<file path="config.mk">
export PLATFORM = sky130hd
export DESIGN_NAME = rs_cmd_sequencer
export DESIGN_NICKNAME = d
export VERILOG_FILES = /design/src/rtl/rs_cmd_sequencer.sv
export SDC_FILE = /design/constraint.sdc
export NUM_CORES = 1
export LEC_CHECK = 0
export BUFFER_PORTS_ARGS = -buffer_cell sky130_fd_sc_hd__buf_2
export CELL_PAD_IN_SITES_DETAIL_PLACEMENT = 2
export CELL_PAD_IN_SITES_GLOBAL_PLACEMENT = 2
export CORE_MARGIN = 2
export CORE_UTILIZATION = 38
export DETAILED_ROUTE_END_ITERATION = 10
export MAX_ROUTING_LAYER = met4
export PLACE_DENSITY = 0.86
export SYNTH_ARGS = -nofsm -noshare
export SYNTH_HDL_FRONTEND = slang
export SYNTH_SLANG_ARGS = --single-unit
</file>
<file path="constraint.sdc">
create_clock -name clock -period 3.8 [get_ports clock]
set_clock_uncertainty 0.2 [all_clocks]
set_input_delay 0.38 -clock clock [delete_from_list [all_inputs] [get_ports clock]]
set_output_delay 0.38 -clock clock [all_outputs]
set_load 0.005 [all_outputs]
</file>
<file path="src/rtl/rs_cmd_sequencer.sv">
// Command sequencer for a clocked RS flop: turns one-cycle set/clear requests
// into timed S/R pulses, tracks the target state on Qin and checks q_fb after each command.
module rs_cmd_sequencer #(
   parameter int unsigned PULSE_CYCLES = 1,
   parameter int unsigned GAP_CYCLES   = 1,
   parameter int unsigned CNT_W        = 8,
   parameter logic        RESET_Q      = 1'b0
) (
   input  logic             clock,
   input  logic             reset_n,
   input  logic             set_req,
   input  logic             clr_req,
   input  logic             q_fb,
   output logic             S,
   output logic             R,
   output logic             Qin,
   output logic             busy,
   output logic             done,
   output logic             conflict,
   output logic [CNT_W-1:0] conflict_cnt,
   output logic             mismatch
);

   localparam int unsigned      TMR_W      = 8;
   localparam logic [TMR_W-1:0] PULSE_LOAD = TMR_W'(PULSE_CYCLES - 1);
   localparam logic [TMR_W-1:0] GAP_LOAD   = TMR_W'(GAP_CYCLES - 1);
   localparam logic [CNT_W-1:0] CNT_MAX    = {CNT_W{1'b1}};

   typedef enum logic [1:0] {
      IDLE  = 2'd0,
      DRIVE = 2'd1,
      GAP   = 2'd2
   } state_t;

   state_t             state, state_nxt;
   logic [TMR_W-1:0]   timer, timer_nxt;
   logic               s_nxt, r_nxt, qin_nxt, done_nxt, conflict_nxt, mismatch_nxt;
   logic [CNT_W-1:0]   cnt_nxt;

   // State and registered outputs; S/R clear asynchronously on reset.
   always_ff @(posedge clock or negedge reset_n) begin
      if (!reset_n) begin
         state        <= IDLE;
         timer        <= '0;
         S            <= 1'b0;
         R            <= 1'b0;
         Qin          <= RESET_Q;
         busy         <= 1'b0;
         done         <= 1'b0;
         conflict     <= 1'b0;
         conflict_cnt <= '0;
         mismatch     <= 1'b0;
      end else begin
         state        <= state_nxt;
         timer        <= timer_nxt;
         S            <= s_nxt;
         R            <= r_nxt;
         Qin          <= qin_nxt;
         busy         <= (state_nxt != IDLE);
         done         <= done_nxt;
         conflict     <= conflict_nxt;
         conflict_cnt <= cnt_nxt;
         mismatch     <= mismatch_nxt;
      end
   end

   // Next-state logic; S and R are only ever set in mutually exclusive branches.
   always_comb begin
      state_nxt    = state;
      timer_nxt    = timer;
      s_nxt        = 1'b0;
      r_nxt        = 1'b0;
      qin_nxt      = Qin;
      done_nxt     = 1'b0;
      conflict_nxt = 1'b0;
      cnt_nxt      = conflict_cnt;
      mismatch_nxt = mismatch;

      case (state)
         IDLE: begin
            if (set_req && clr_req) begin
               conflict_nxt = 1'b1;
               if (conflict_cnt != CNT_MAX) begin
                  cnt_nxt = conflict_cnt + CNT_W'(1);
               end
            end else if (set_req) begin
               state_nxt = DRIVE;
               s_nxt     = 1'b1;
               qin_nxt   = 1'b1;
               timer_nxt = PULSE_LOAD;
            end else if (clr_req) begin
               state_nxt = DRIVE;
               r_nxt     = 1'b1;
               qin_nxt   = 1'b0;
               timer_nxt = PULSE_LOAD;
            end
         end

         DRIVE: begin
            if (timer == '0) begin
               state_nxt = GAP;
               timer_nxt = GAP_LOAD;
            end else begin
               s_nxt     = S;
               r_nxt     = R;
               timer_nxt = timer - TMR_W'(1);
            end
         end

         GAP: begin
            if (timer == '0) begin
               state_nxt = IDLE;
               done_nxt  = 1'b1;
               if (q_fb != Qin) begin
                  mismatch_nxt = 1'b1;
               end
            end else begin
               timer_nxt = timer - TMR_W'(1);
            end
         end

         default: begin
            state_nxt = IDLE;
         end
      endcase
   end

endmodule

</file>
==> results.txt, run 1 <==
----------------------------------------------------
[Yosys]
  Synth async-reset ratio ... 100.0%
  Post-Syn Area ... 1368 um2
  Post-synthesis sequential element count ... 25
  Number of unique standard cell types used by synthesis ... 42
  Synthesized Nets ... 145
  Flip-flop cell with the highest count after synthesis ... sky130_fd_sc_hd__dfrtp_1
  Mean instance size in the synthesized netlist ... 10.52 um2
  Proportion of synthesized chip area in sequential cells ... 45.75%
  Synth Instances ... 130
  Warning count from the yosys run ... 0
  EDFF count, synth ... 0

[Power and ir drop]
  Overall power of the completed layout ... 1060 uW
  Switching power ... 449.1 uW
  Max rail drop VDD ... 0.0002462 V
  Switching share of power ... 42.35%
  Fraction of power consumed by sequential logic ... 41.4%
  Internal power of the cells ... 611.2 uW
  Proportion of power drawn by combinational gates ... 47.0%
  Ratio of total power to cell area ... 691.2 nW/um2
  Leak pwr ... 0.0007514 uW
  Clock power frac ... 11.6%

[Layout]
  Most common cell after layout, fill and taps aside ... sky130_fd_sc_hd__dfrtp_1
  Number of inserted diodes ... 0
  Count of filler cells inserted in the layout ... 375
  Most frequent cells in the layout ... 25 x sky130_fd_sc_hd__dfrtp_1, 19 x sky130_fd_sc_hd__buf_2, 12 x sky130_fd_sc_hd__inv_1
  Ratio of cells with drive above 1 in the final layout ... 23.18%
  Sequential Area ... 625.6 um2
  Multi-input gate area ... 670.6 um2
  Area growth from synthesis to layout ... 12.17%
  Largest registers ... conflict_cnt x8, timer x8, state x2
  Fin nets ... 167

[Setup path]
  Worst Path Buf+Inv ... 2
  Number of cells on the critical path ... 7
  Most common cell type on the critical path ... sky130_fd_sc_hd__inv_1
  Element type at the critical path start ... register
  Critical Path AT ... 2.49 ns
  Cells along the critical path ... inv_1, ha_1, nor3b_1, nand3_1, inv_1, or4b_2, a22oi_1
  Launching point of the worst reg2reg path ... timer[0]
  Worst setup path endpoint ... timer[4]
  Register-to-register setup slack ... 1.36 ns
  Biggest fanout along the worst timing path ... 12
  Family with the most delay on the worst path ... simple AND/OR/NAND/NOR gates
  Worst Setup SP ... timer[0]
  Kind of capture point of the worst setup path ... register
  Endpoint of the worst register-to-register path ... timer[4]
  Worst path required time ... 3.85 ns
  Count of cells along the worst register-to-register path ... 7
  Cell with the largest stage delay on the worst path ... sky130_fd_sc_hd__or4b_2
  Category of the most critical setup path ... reg -> reg
  Slowest cell delay on critical path ... 0.68 ns

[Floorplanning]
  Effective utilization at floorplan ... 40.35%
  Die height ... 63.99 um
  Total die area ... 4095 um2
  Die boundary width ... 63.99 um
  Core Footprint ... 3390 um2
  Count of standard-cell rows ... 21
  Top Ports ... 20

[Clock tree]
  TritonCTS Buffers ... 3
  CTS sink count ... 25
  Maximum clock path buffer count ... 2
  Latest clock arrival within the worst-skew pair ... 0.32 ns
  Clock root buffer ... sky130_fd_sc_hd__clkbuf_4
  Max H-tree Level ... 1
  Clock tree from TritonCTS ... built
  Worst-path clk slew ... 0.14 ns
  Number of gates resized after cts ... 0

[Drt]
  Number of vias per cell after detailed routing ... 5.558
  Initial DRC Count ... 40
  Wire length per cell after detailed routing ... 18.24 um
  Via count ... 1095
  Routed wire length ... 3.593 mm
  Number of detailed-routing iterations run before antenna repair ... 3
  Drc violations ... 0
  Detail Route Antenna Nets ... 0

[Timing]
  Share of the clock period used by the worst path after layout ... 64.21%
  Number of setup violations in the final report ... 0
  Shortest clock period the worst path allows after layout ... 2.440 ns
  Slew margin rel. ... 61.90%
  Slew at the pin closest to its max-slew limit ... 0.5663 ns
  Pins over their slew limit ... 0
  Max frequency ... 409.9 MHz
  Final Hold Violating Endpoints ... 0
  Setup TNS Final ... 0 ns
  RSZ-0062 raised after global routing ... false

[GRT]
  Maximum number of pins on one net before global-route repair ... 26
  All-Layer GR Usage ... 20.65%
  First-pass GRT wire length ... 6.334 mm
  Initial antenna violation count ... 0
  Number of global-route vias before repair ... 1268
  Remaining global-route overflow ... 0

[Place]
  Post-DP HPWL ... 2.782 mm
  I/O Buffers ... 19
  Last weighted congestion value of the routability-driven placer ... 0.7652

[Flow run]
  Count of max-cap constraint violations ... 0

[Run status]
  Outcome ... finished, final reports clean

[Worst hold path]
  Path category of the worst min-delay check ... in -> reg

----------------------------------------------------
power groups by stage:
stage | logic, uW | clock network [uW] | registers (uW)
6_report | 499 | 123 | 439
3_5_place_dp | 496 | 0 | 443
5_1_grt | 567 | 141 | 453
3_3_place_gp | 463 | 0 | 430
4_1_cts | 506 | 131 | 438
2_1_floorplan | 349 | 0 | 422
cell families after synthesis:
family                   share of synthesized area, %
flip-flops                                      45.75
multiplexers                                   0.8234
buffers and inverters                           5.214
AND/OR/NAND/NOR                                 18.30
AO/OA/AOI/OAI                                   15.65
XOR/XNOR                                        5.124
adder cells (fa/ha/maj)                         9.149
synthesized netlist by cell type (2+ instances only):
cell type,n,area [um2]
sky130_fd_sc_hd__and3_1,2,12.51
sky130_fd_sc_hd__nor2_1,3,11.26
sky130_fd_sc_hd__nor4_1,2,12.51
sky130_fd_sc_hd__o21ai_0,9,45.04
sky130_fd_sc_hd__or2_2,2,12.51
sky130_fd_sc_hd__buf_4,2,15.01
sky130_fd_sc_hd__inv_1,12,45.04
sky130_fd_sc_hd__a22oi_1,5,37.54
sky130_fd_sc_hd__nand4_1,4,25.02
sky130_fd_sc_hd__nand2_1,8,30.03
sky130_fd_sc_hd__ha_1,10,125.1
sky130_fd_sc_hd__nand3_1,7,35.03
sky130_fd_sc_hd__or3_2,2,15.01
sky130_fd_sc_hd__xnor2_1,6,52.55
sky130_fd_sc_hd__o41ai_1,3,26.28
sky130_fd_sc_hd__nand4b_1,2,17.52
sky130_fd_sc_hd__xor2_1,2,17.52
sky130_fd_sc_hd__dfrtp_1,25,625.6
worst reg2reg max path: stages (launching register included):
cell and delay (ns):
sky130_fd_sc_hd__dfrtp_1 0.41, sky130_fd_sc_hd__inv_1 0.06, sky130_fd_sc_hd__ha_1 0.23, sky130_fd_sc_hd__nor3b_1 0.19, sky130_fd_sc_hd__nand3_1 0.20, sky130_fd_sc_hd__inv_1 0.22
sky130_fd_sc_hd__or4b_2 0.68, sky130_fd_sc_hd__a22oi_1 0.18
repair_timing:
action	CTS	global route
setup buffers	0	0
hold buffers	1	0
hold endpoints to repair	25	0
through the flow:
stage	std cells	area, um2	setup slack [ns]	hold slack, ns	util (%)
after floorplan	130	1368	1.762	-0.1156	-
after global placement	192	1494	1.520	0.2002	44.08
after detailed placement	192	1494	1.361	0.2065	44.08
after CTS	197	1534	1.383	0.1892	45.26
after global routing	197	1534	1.256	0.1692	45.26
final	197	1534	1.360	0.1998	45.26
cell type report:
cell class,instances,share of cell area [%]
Sequential cell,25,40.78
Timing Repair Buffer,20,6.852
Multi-Input combinational cell,90,43.72
Clock buffer,3,1.468
Tap cell,46,3.752
Inverter,12,2.936
Clock inverter,1,0.4894
how the worst min path moves through the flow:
stage          depth (start not counted)  startpoint  slack, ns  endpoint
3_3_place_gp                           1     reset_n       0.20  timer[5]
3_5_place_dp                           1     reset_n       0.21  timer[5]
6_report                               3        q_fb       0.20  mismatch
2_1_floorplan                          0     reset_n      -0.12       Qin
5_1_grt                                3        q_fb       0.17  mismatch
4_1_cts                                3        q_fb       0.19  mismatch
per-layer routing:
metal	vias up	wire length, um	global-route usage [%]	share of wire, %
met2	15	1859	35.29	52
met3	6	95	2.993	2.6
met4	0	50	5.707	1.4
met1	562	1587	25.48	44
li1	512	-	-	-
met5	-	0	-	0
(Power assumes the default switching activity.)
==> run 2, diff against run 1 <==
--- a/config.mk
+++ b/config.mk
@@ -9,10 +9,10 @@
 export CELL_PAD_IN_SITES_DETAIL_PLACEMENT = 2
 export CELL_PAD_IN_SITES_GLOBAL_PLACEMENT = 2
 export CORE_MARGIN = 2
-export CORE_UTILIZATION = 38
+export CORE_UTILIZATION = 36
 export DETAILED_ROUTE_END_ITERATION = 10
 export MAX_ROUTING_LAYER = met4
-export PLACE_DENSITY = 0.86
+export PLACE_DENSITY = 0.82
 export SYNTH_ARGS = -nofsm -noshare
 export SYNTH_HDL_FRONTEND = slang
 export SYNTH_SLANG_ARGS = --single-unit
==> constraint.sdc (replaced) <==
create_clock -name clock -period 2.4 [get_ports clock]
set_clock_uncertainty 0.2 [all_clocks]
set_input_delay 0.24 -clock clock [delete_from_list [all_inputs] [get_ports clock]]
set_output_delay 0.24 -clock clock [all_outputs]
set_load 0.005 [all_outputs]
==> run 2 against run 1 <==
  * Flip-flop and latch count unchanged
  * Combinational power up 70%
  * Register-to-register slack worse by 1.2 ns
  * Sequential share of layout area down 1.6 points
  * Global-route usage down 0.79 points
  * Power up 70%
  * Hold slack worse by 0.060 ns
  * Fmax up 9.8%
  * Largest cell class unchanged
  * Largest power group unchanged
  * Sequential power up 58%
==> results.txt, run 2 (synthesis gave the netlist of run 1 again) <==
----------------------------------------------------
[Run status]
  Outcome ... finished, final reports clean

[Timing]
  Pins over their slew limit ... 0 (unchanged)
  RSZ-0062 raised after global routing ... false
  Share of the clock period used by the worst path after layout ... 92.58% (+28 points)
  Setup TNS Final ... 0 ns (unchanged)
  Final Hold Violating Endpoints ... 0 (unchanged)
  Slew margin rel. ... 62.07% (+0.16 points)
  Number of setup violations in the final report ... 0 (unchanged)
  Slew at the pin closest to its max-slew limit ... 0.5690 ns (+0.002755 ns)
  Shortest clock period the worst path allows after layout ... 2.222 ns (-0.2179 ns)
  Max frequency ... 450.0 MHz (+9.8%)

[Setup path]
  Kind of capture point of the worst setup path ... register
  Category of the most critical setup path ... reg -> reg
  Biggest fanout along the worst timing path ... 3 (-9)
  Cell with the largest stage delay on the worst path ... sky130_fd_sc_hd__or4b_2
  Worst path required time ... 2.39 ns (-1.46 ns)
  Cells along the critical path ... inv_1, ha_1, o21ai_0, nand3b_1, or4b_2, a22oi_1
  Register-to-register setup slack ... 0.18 ns (-1.18 ns)
  Worst Path Buf+Inv ... 1 (-1)
  Family with the most delay on the worst path ... simple AND/OR/NAND/NOR gates
  Slowest cell delay on critical path ... 0.64 ns (-0.04 ns)
  Critical Path AT ... 2.21 ns (-0.28 ns)
  Element type at the critical path start ... register

[GRT]
  Maximum number of pins on one net before global-route repair ... 26 (unchanged)
  Initial antenna violation count ... 0 (unchanged)
  All-Layer GR Usage ... 19.86% (-0.79 points)
  Number of global-route vias before repair ... 1237 (-2.4%)
  Remaining global-route overflow ... 0 (unchanged)
  First-pass GRT wire length ... 6.279 mm (-0.87%)

[Power and ir drop]
  Clock power frac ... 14.4% (+2.8 points)
  Ratio of total power to cell area ... 1129 nW/um2 (+63%)
  Switching share of power ... 41.13% (-1.2 points)
  Leak pwr ... 0.0007801 uW (+3.8%)
  Fraction of power consumed by sequential logic ... 38.5% (-2.9 points)
  Max rail drop VDD ... 0.0006347 V (+160%)
  Overall power of the completed layout ... 1802 uW (+70%)
  Proportion of power drawn by combinational gates ... 47.1% (about the same)
  Internal power of the cells ... 1061 uW (+74%)
  Switching power ... 741.2 uW (+65%)

[Clock tree]
  CTS sink count ... 25 (unchanged)
  TritonCTS Buffers ... 3 (unchanged)
  Maximum clock path buffer count ... 2 (unchanged)
  Latest clock arrival within the worst-skew pair ... 0.27 ns (-0.05 ns)
  Worst-path clk slew ... 0.09 ns (-0.05 ns)
  Number of buffers inserted to repair setup after CTS ... 0 (unchanged)
  Clock root buffer ... sky130_fd_sc_hd__clkbuf_8
  Clock tree from TritonCTS ... built
  Max H-tree Level ... 1 (unchanged)

[Layout]
  Area growth from synthesis to layout ... 16.74%
  Most frequent cells in the layout ... 25 x sky130_fd_sc_hd__dfrtp_1, 19 x sky130_fd_sc_hd__buf_2, 12 x sky130_fd_sc_hd__inv_1
  Largest registers ... conflict_cnt x8, timer x8, state x2
  Number of inserted diodes ... 0 (unchanged)
  Fin nets ... 171 (+2.4%)
  Count of filler cells inserted in the layout ... 389 (+3.7%)
  Sequential Area ... 625.6 um2 (unchanged)
  Most common cell after layout, fill and taps aside ... sky130_fd_sc_hd__dfrtp_1
  Multi-input gate area ... 681.9 um2 (+1.7%)
  Ratio of cells with drive above 1 in the final layout ... 26.45% (+3.3 points)

[Drt]
  Initial DRC Count ... 35 (-13%)
  Number of vias per cell after detailed routing ... 5.458 (-1.8%)
  Wire length per cell after detailed routing ... 17.72 um (-2.8%)
  Via count ... 1108 (+1.2%)
  Detail Route Antenna Nets ... 0 (unchanged)
  Drc violations ... 0 (unchanged)
  Routed wire length ... 3.597 mm (+0.11%)
  Number of detailed-routing iterations run before antenna repair ... 5 (+2)

[Floorplanning]
  Core Footprint ... 3661 um2 (+8.0%)
  Die boundary width ... 65.64 um (+2.6%)
  Die height ... 65.64 um (+2.6%)
  Top Ports ... 20 (unchanged)
  Total die area ... 4308 um2 (+5.2%)
  Effective utilization at floorplan ... 37.35% (-3.0 points)
  Count of standard-cell rows ... 22 (+4.8%)

[Flow run]
  Count of max-cap constraint violations ... 0 (unchanged)

[Place]
  Last weighted congestion value of the routability-driven placer ... 0.8167 (+6.7%)
  Post-DP HPWL ... 2.687 mm (-3.4%)
  I/O Buffers ... 19 (unchanged)

[Worst hold path]
  Path category of the worst min-delay check ... in -> reg

----------------------------------------------------
==> run 2: changes by cell type in the layout (fill, tap and decap cells not counted), sizes merged <==
cell	delta
buf	+4
==> run 2: per-stage QoR <==
| stage | util (%) | hold WS [ns] | std cells | cell area (um2) | setup slack [ns] |
|---|---|---|---|---|---|
| 3_5_place_dp | 41.70 | 0.06692 | 198 | 1526 | 0.03404 |
| 6_report | 43.61 | 0.1395 | 203 | 1597 | 0.1780 |
| 4_1_cts | 43.30 | 0.1361 | 203 | 1585 | 0.09941 |
| 5_1_grt | 43.61 | 0.1565 | 203 | 1597 | 0.07386 |
| 3_3_place_gp | 41.70 | 0.05949 | 198 | 1526 | 0.1574 |
| 2_1_floorplan | - | -0.2556 | 130 | 1368 | 0.3792 |
==> run 2: per-layer routing <==
layer / share of wire, % / global-route usage, % / vias up / wire [um]
li1: - / - / 518 / -
met1: 46 / 24.92 / 567 / 1642
met2: 51 / 33.08 / 15 / 1823
met3: 1.5 / 2.226 / 8 / 53
met4: 2.2 / 7.292 / 0 / 78
met5: 0 / - / - / 0
==> run 2: path summary, 6_finish.rpt <==
| kind | from | to | cells after the start |
|---|---|---|---|
| max in group asynchronous | reset_n | timer[3] | 2 |
| min reg2reg | timer[0] | timer[0] | 1 |
| min | q_fb | mismatch | 3 |
| max reg2reg | state[0] | timer[4] | 6 |
| min in group asynchronous | reset_n | R | 2 |
| max | state[0] | timer[4] | 6 |
==> run 2: area by class of cell <==
type | count | share of cell area (%)
sequential | 25 | 39.18
timing repair buffer | 24 | 8.464
inverter | 12 | 2.821
clock buffer | 3 | 2.586
tap | 48 | 3.762
multi-input combinational | 90 | 42.71
clock inverter | 1 | 0.4702
==> run 2: repair_timing <==
item	CTS	global route
hold buffers	1	0
endpoints found under the setup margin	0	4
hold endpoints to repair	25	0
gates resized for setup	0	2
==> run 2: power by group through the flow <==
stage	clock (uW)	sequential, uW	combinational [uW]
2_1_floorplan	0	668	553
3_3_place_gp	0	684	790
3_5_place_dp	0	699	825
4_1_cts	271	692	843
5_1_grt	285	721	955
6_report	260	694	849
==> run 2: worst reg2reg max path: stages (launching register included) <==
cell	delay (ns)
sky130_fd_sc_hd__dfrtp_1	0.38
sky130_fd_sc_hd__inv_1	0.09
sky130_fd_sc_hd__ha_1	0.24
sky130_fd_sc_hd__o21ai_0	0.19
sky130_fd_sc_hd__nand3b_1	0.21
sky130_fd_sc_hd__or4b_2	0.64
sky130_fd_sc_hd__a22oi_1	0.18
